<file path="src/rtl/mux_n_1_pipelined_pkg.sv">
// Shared constants and elaboration helpers for the pipelined N:1 mux tree.
// Each tree level is a registered 4:1 select, so lane counts shrink by 4 per level.
package mux_pkg;

  localparam int MAX_N = 256;

  function automatic int pow4(input int k);
    return 1 << (2 * k);
  endfunction

  function automatic int clog4(input int n);
    int k;
    k = 0;
    while (pow4(k) < n) k++;
    return k;
  endfunction

  // Lanes leaving level k: ceil(n / 4^(k+1)).
  function automatic int lanes_out(input int n, input int k);
    return (n + pow4(k + 1) - 1) / pow4(k + 1);
  endfunction

  function automatic int lanes_in(input int n, input int k);
    return (k == 0) ? n : lanes_out(n, k - 1);
  endfunction

endpackage

</file>
<file path="src/rtl/mux_n_1_pipelined_if.sv">
// Beat-in / beat-out handshake bundle for the pipelined mux.
interface mux_n_1_pipelined_if #(
  parameter int N     = 16,
  parameter int WIDTH = 16
) ();
  localparam int SEL_W = $clog2(N);

  logic [N*WIDTH-1:0] x;
  logic [SEL_W-1:0]   s;
  logic               in_valid;
  logic               in_ready;
  logic [WIDTH-1:0]   out;
  logic               out_valid;
  logic               out_ready;
  logic               out_err;

  modport master (output x, s, in_valid, out_ready,
                  input  in_ready, out, out_valid, out_err);
  modport slave  (input  x, s, in_valid, out_ready,
                  output in_ready, out, out_valid, out_err);
endinterface

</file>
<file path="src/rtl/mux_n_1_pipelined_stage.sv">
// One registered tree level: 4:1 (or 2:1 on the last odd level) select per lane group,
// carrying the unused select bits and error flag alongside the data.
module mux_4_1_stage
  import mux_pkg::*;
#(
  parameter int WIDTH         = 16,
  parameter int LANES_IN      = 16,
  parameter int SEL_BITS_LEFT = 4
) (
  input  logic                                i_clk,
  input  logic                                i_rst_n,
  input  logic                                i_valid,
  output logic                                o_ready,
  input  logic [LANES_IN*WIDTH-1:0]           i_data,
  input  logic [SEL_BITS_LEFT-1:0]            i_sel,
  input  logic                                i_err,
  output logic                                o_valid,
  input  logic                                i_ready,
  output logic [((LANES_IN+3)/4)*WIDTH-1:0]   o_data,
  output logic [((SEL_BITS_LEFT > 2) ? SEL_BITS_LEFT-2 : 1)-1:0] o_sel,
  output logic                                o_err
);
  localparam int SB        = (SEL_BITS_LEFT >= 2) ? 2 : 1;
  localparam int SREM      = SEL_BITS_LEFT - SB;
  localparam int SOUT_W    = (SREM > 0) ? SREM : 1;
  localparam int LANES_OUT = (LANES_IN + 3) / 4;

  logic [LANES_OUT*4*WIDTH-1:0] w_pad;
  logic [LANES_OUT*WIDTH-1:0]   w_mux;
  logic [1:0]                   w_idx;
  logic [SOUT_W-1:0]            w_sel_nxt;

  logic                         r_valid;
  logic [LANES_OUT*WIDTH-1:0]   r_data;
  logic [SOUT_W-1:0]            r_sel;
  logic                         r_err;

  if (SB == 2) begin : g_idx4
    assign w_idx = i_sel[1:0];
  end else begin : g_idx2
    assign w_idx = {1'b0, i_sel[0]};
  end

  if (SREM > 0) begin : g_carry
    assign w_sel_nxt = i_sel[SEL_BITS_LEFT-1:SB];
  end else begin : g_nocarry
    assign w_sel_nxt = '0;
  end

  // Missing lanes read as zero so a partial last group still selects cleanly.
  always_comb begin
    w_pad = '0;
    w_pad[LANES_IN*WIDTH-1:0] = i_data;
  end

  always_comb begin
    w_mux = '0;
    for (int g = 0; g < LANES_OUT; g++)
      w_mux[g*WIDTH +: WIDTH] = w_pad[(g*4 + int'(w_idx))*WIDTH +: WIDTH];
    if (i_err) w_mux = '0;
  end

  assign o_ready = !r_valid || i_ready;

  // Payload only moves with a real beat, so a stalled or idle output stays bit-stable.
  always_ff @(posedge i_clk or negedge i_rst_n) begin
    if (!i_rst_n) begin
      r_valid <= 1'b0;
      r_data  <= '0;
      r_sel   <= '0;
      r_err   <= 1'b0;
    end else if (o_ready) begin
      r_valid <= i_valid;
      if (i_valid) begin
        r_data <= w_mux;
        r_sel  <= w_sel_nxt;
        r_err  <= i_err;
      end
    end
  end

  assign o_valid = r_valid;
  assign o_data  = r_data;
  assign o_sel   = r_sel;
  assign o_err   = r_err;
endmodule

</file>
<file path="src/rtl/mux_n_1_pipelined.sv">
// N:1 mux as a chain of registered 4:1 levels with valid/ready backpressure and
// out-of-range select flagging; output is driven straight from the last level's registers.
module mux_n_1_pipelined
  import mux_pkg::*;
#(
  parameter int N     = 16,
  parameter int WIDTH = 16
) (
  input  logic                   i_clk,
  input  logic                   i_rst_n,
  mux_n_1_pipelined_if.slave     bus
);
  localparam int SEL_W  = $clog2(N);
  localparam int LEVELS = (SEL_W + 1) / 2;
  localparam logic [SEL_W:0] N_L = (SEL_W+1)'(N);

  logic [LEVELS:0] w_valid;
  logic [LEVELS:0] w_ready;
  logic [LEVELS:0] w_err;

  assign w_valid[0]      = bus.in_valid;
  assign w_err[0]        = ({1'b0, bus.s} >= N_L);
  assign w_ready[LEVELS] = bus.out_ready;
  // Held low during reset even though the empty pipe would otherwise report ready.
  assign bus.in_ready    = i_rst_n & w_ready[0];

  for (genvar k = 0; k < LEVELS; k++) begin : gen_lvl
    localparam int LIN  = lanes_in(N, k);
    localparam int LOUT = lanes_out(N, k);
    localparam int SBL  = SEL_W - 2 * k;
    localparam int SOW  = (SBL > 2) ? SBL - 2 : 1;

    logic [LIN*WIDTH-1:0]  w_di;
    logic [SBL-1:0]        w_si;
    logic [LOUT*WIDTH-1:0] w_d;
    logic [SOW-1:0]        w_s;

    if (k == 0) begin : g_first
      assign w_di = bus.x;
      assign w_si = bus.s;
    end else begin : g_next
      assign w_di = gen_lvl[k-1].w_d;
      assign w_si = gen_lvl[k-1].w_s;
    end

    mux_4_1_stage #(
      .WIDTH        (WIDTH),
      .LANES_IN     (LIN),
      .SEL_BITS_LEFT(SBL)
    ) u_stage (
      .i_clk  (i_clk),
      .i_rst_n(i_rst_n),
      .i_valid(w_valid[k]),
      .o_ready(w_ready[k]),
      .i_data (w_di),
      .i_sel  (w_si),
      .i_err  (w_err[k]),
      .o_valid(w_valid[k+1]),
      .i_ready(w_ready[k+1]),
      .o_data (w_d),
      .o_sel  (w_s),
      .o_err  (w_err[k+1])
    );
  end

  assign bus.out       = gen_lvl[LEVELS-1].w_d;
  assign bus.out_valid = w_valid[LEVELS];
  assign bus.out_err   = w_err[LEVELS];
endmodule

</file>
<file path="src/flat_wrapper.sv">
// flat-port wrapper written by rule: the top's interface ports become plain ports
module mux_n_1_pipelined_flat import mux_pkg::*;
#(
  parameter int N     = 16,
  parameter int WIDTH = 16
)
  (i_clk, i_rst_n, bus_x, bus_s, bus_in_valid, bus_out_ready, bus_in_ready, bus_out, bus_out_valid, bus_out_err);
  mux_n_1_pipelined_if #(.N(N), .WIDTH(WIDTH)) bus_i ();
  input  logic i_clk;
  input  logic i_rst_n;
  input wire logic [$bits(bus_i.x)-1:0] bus_x;
  input wire logic [$bits(bus_i.s)-1:0] bus_s;
  input wire logic [$bits(bus_i.in_valid)-1:0] bus_in_valid;
  input wire logic [$bits(bus_i.out_ready)-1:0] bus_out_ready;
  output wire logic [$bits(bus_i.in_ready)-1:0] bus_in_ready;
  output wire logic [$bits(bus_i.out)-1:0] bus_out;
  output wire logic [$bits(bus_i.out_valid)-1:0] bus_out_valid;
  output wire logic [$bits(bus_i.out_err)-1:0] bus_out_err;
  assign bus_i.x = bus_x;
  assign bus_i.s = bus_s;
  assign bus_i.in_valid = bus_in_valid;
  assign bus_i.out_ready = bus_out_ready;
  assign bus_in_ready = bus_i.in_ready;
  assign bus_out = bus_i.out;
  assign bus_out_valid = bus_i.out_valid;
  assign bus_out_err = bus_i.out_err;
  mux_n_1_pipelined #(.N(N), .WIDTH(WIDTH)) u_core (.i_clk(i_clk), .i_rst_n(i_rst_n), .bus(bus_i));
endmodule
</file>
<file path="config.mk">
export PLATFORM = sky130hd
export DESIGN_NAME = mux_n_1_pipelined_flat
export DESIGN_NICKNAME = d
export VERILOG_FILES = /design/src/rtl/mux_n_1_pipelined_pkg.sv /design/src/rtl/mux_n_1_pipelined_if.sv /design/src/rtl/mux_n_1_pipelined_stage.sv /design/src/rtl/mux_n_1_pipelined.sv /design/src/flat_wrapper.sv
export SDC_FILE = /design/constraint.sdc
export NUM_CORES = 1
export LEC_CHECK = 0
export ABC_AREA = 0
export BUFFER_PORTS_ARGS = -buffer_cell sky130_fd_sc_hd__buf_2
export CAP_MARGIN = 5
export CORE_MARGIN = 8
export CORE_UTILIZATION = 45
export DETAILED_ROUTE_END_ITERATION = 12
export GPL_TIMING_DRIVEN = 0
export PLACE_DENSITY = 0.81
export SLEW_MARGIN = 5
export SYNTH_ARGS = -nofsm -noshare
export SYNTH_HDL_FRONTEND = slang
export SYNTH_SLANG_ARGS = --single-unit
</file>
<file path="constraint.sdc">
create_clock -name i_clk -period 2.4 [get_ports i_clk]
set_clock_uncertainty 0.2 [all_clocks]
set_input_delay 0.24 -clock i_clk [delete_from_list [all_inputs] [get_ports i_clk]]
set_output_delay 0.24 -clock i_clk [all_outputs]
set_load 0.005 [all_outputs]
</file>
==> out/qor.csv <==
metric;value;unit
ant_nets;0;
synth_cell_type_count;13;
grt_pass1_wl;25.5;mm
place_ws;0.274;ns
hold_violations;0;
yosysTopAreaCell;dfrtp_1;
path_max_fanout;10;
critical-path-max-stage-delay;0.42;ns
wl_per_cell;23.1;µm
seq_area;2100;µm²
ys_warn_count;0;
sw_frac_of_total;26.1;%
critPathBufInv;2;
grt.overflow.total;0;
final_common_cell;buf_2;
r2r_start;u_core.gen_lvl[0].u_stage.o_sel[1];
numPortBuffers;279;
finalPower;0.00450;W
hold_path_class;in -> reg;
grt_usage;22.4;%
yosys-top-cells-area;dfrtp_1 42%, mux4_2 36%, mux2_2 18%;
power-per-cell-area;650;nW/µm²
die_h;122;µm
drv_slew;0;
status;completed;
gp_congestion;0.804;
hold_slack;0.0103;ns
worstSetupStartpointType;register;
internal_power;0.00333;W
antenna_found_initial;1;
dp_hpwl;14.0;mm
crit_arrival;2.12;ns
cp.required;2.42;ns
drc;0;
r2r_cells;4;
worstMarginPinSlew;0.776;ns
total_leakage_power;3.19;nW
num_vias;3993;
combPwrFrac;30.0;%
vias_per_cell;5.54;
routed_wl;16.6;mm
fin_crit_sh;87.6;%
max_freq;476;MHz
syn_area;5060;µm²
start_util;46.4;%
multi_input_area;2770;µm²
dieArea;14900;µm²
path_cells;clkbuf_1, buf_2, mux4_2, mux2_2;
grt_pass1_vias;4877;
clockRootBuffer;clkbuf_8;
pin_count;283;
clockBufferDepth;2;
rsz0062_at_grt;no;
drv_cap;0;
postCtsSetupBuffers;0;
core;10900;µm²
yosys_register_bits;84;
reg2reg_to;u_core.gen_lvl[1].u_stage.o_data[13];
setup_violations;0;
end_kind;register;
r2r_slack;0.30;ns
power.share.clock;26.7;%
yosysSeqAreaShare;41.6;%
cts_sinks;84;
syn-instance-count;281;
first_iter_violations;190;
post_cts_resized;0;
tritoncts;yes;
whs_endpoint;u_core.gen_lvl[1].u_stage.o_valid;
critical_path.top_delay_family;buffers and inverters;
synth_nets;545;
hp-start;bus_out_ready;
hold_buffers;4;
clk_pin_slew_worst_paths;0.08;ns
fillCellCount;852;
synthToLayoutAreaGrowth;37.1;%
fin_ws;0.297;ns
fp-row-count;38;
slew_headroom;48.3;%
syn_avg_cell_area;18.0;µm²
slowest_stage;buf_2;
synth_top_area_share;41.6;%
min_path_cells;3;
seq_power_share;43.4;%
cts-buffers-inserted;9;
clock_latency;0.34;ns
dieWidth;122;µm
dr.pass1.iters;4;
h-tree-depth;3;
final_cell_mix;288 x buf_2, 84 x dfrtp_1, 82 x mux2_2, 80 x mux4_2, 10 x clkbuf_8;
switching_power;0.00118;W
fin_crit;2.10;ns
irDropWorstVdd;0.331;mV
grt_max_degree;45;
nets;840;
layout-drive-gt1-share;82.2;%
path_class;reg -> reg;
[synthesized netlist by cell type]
master / number
buf_6: 9
dfrtp_1: 84
buf_2: 10
nand2_1: 2
nand2b_1: 3
and2_1: 1
buf_4: 1
conb_1: 1
mux4_2: 80
clkbuf_1: 4
buf_1: 3
mux2_2: 82
nand3b_1: 1
[cells by family after synthesis]
group,after synthesis,share of synthesized area [%]
buffers and inverters,27,3.66
and+or+nand+nor,7,0.792
muxes,162,53.9
DFF,84,41.6
other,1,0.0742
[worst max-delay path by stage]
stage	start	endpoint	cells past startpoint
final	u_core.gen_lvl[0].u_stage.o_sel[1]	u_core.gen_lvl[1].u_stage.o_data[13]	4
after global routing	u_core.gen_lvl[0].u_stage.o_sel[1]	u_core.gen_lvl[1].u_stage.o_data[13]	4
after CTS	u_core.gen_lvl[0].u_stage.o_sel[1]	u_core.gen_lvl[1].u_stage.o_data[13]	4
after detailed placement	bus_s[1]	u_core.gen_lvl[0].u_stage.o_data[32]	4
after global placement	i_rst_n	bus_in_ready	3
after floorplan	u_core.gen_lvl[0].u_stage.o_sel[0]	u_core.gen_lvl[1].u_stage.o_data[0]	4
[state kept, by name, summed over array words and instances (netlist names)]
register,count
u_core.gen_lvl.u_stage.o_data,80
u_core.gen_lvl.u_stage.o_sel,2
u_core.gen_lvl.u_stage.o_valid,2
[cell type report]
type                       instances  area share [%]
antenna                            1          0.0361
clock buffer                      10            1.99
buffer                            27            2.67
timing repair buffer             284            21.1
tap                              140            2.53
clock inverter                     5            1.44
multi-input combinational        170            40.0
sequential                        84            30.3
[per-layer routing]
| metal | vias up | track usage (%) | part of all wire, % |
|---|---|---|---|
| met2 | 199 | 40.8 | 54 |
| li1 | 1742 | - | - |
| met5 | - | 0 | 0 |
| met1 | 2037 | 25.2 | 36 |
| met3 | 15 | 5.97 | 8.8 |
| met4 | 0 | 6.48 | 1.0 |
[worst reg2reg max path, cell delays in order, from the launching register on]
cell	delay [ns]
dfrtp_1	0.33
clkbuf_1	0.40
buf_2	0.42
mux4_2	0.36
mux2_2	0.28
[power groups by stage]
stage | combinational, W | sequential (W) | clock (W)
2_1_floorplan | 0.000810 | 0.00192 | 0
3_3_place_gp | 0.00131 | 0.00195 | 0
3_5_place_dp | 0.00136 | 0.00197 | 0
4_1_cts | 0.00137 | 0.00195 | 0.00122
5_1_grt | 0.00146 | 0.00199 | 0.00127
6_report | 0.00135 | 0.00195 | 0.00120
[per-stage QoR]
step / instances / area (µm²) / TNS (ns) / util [%]
floorplan: 281 / 5060 / 0 / -
global placement: 700 / 6630 / -0.0307 / 60.9
global route: 721 / 6930 / 0 / 63.7
CTS: 720 / 6930 / 0 / 63.6
finish: 721 / 6930 / 0 / 63.7
detailed placement: 701 / 6650 / 0 / 61.1
(Power assumes the default switching activity.)
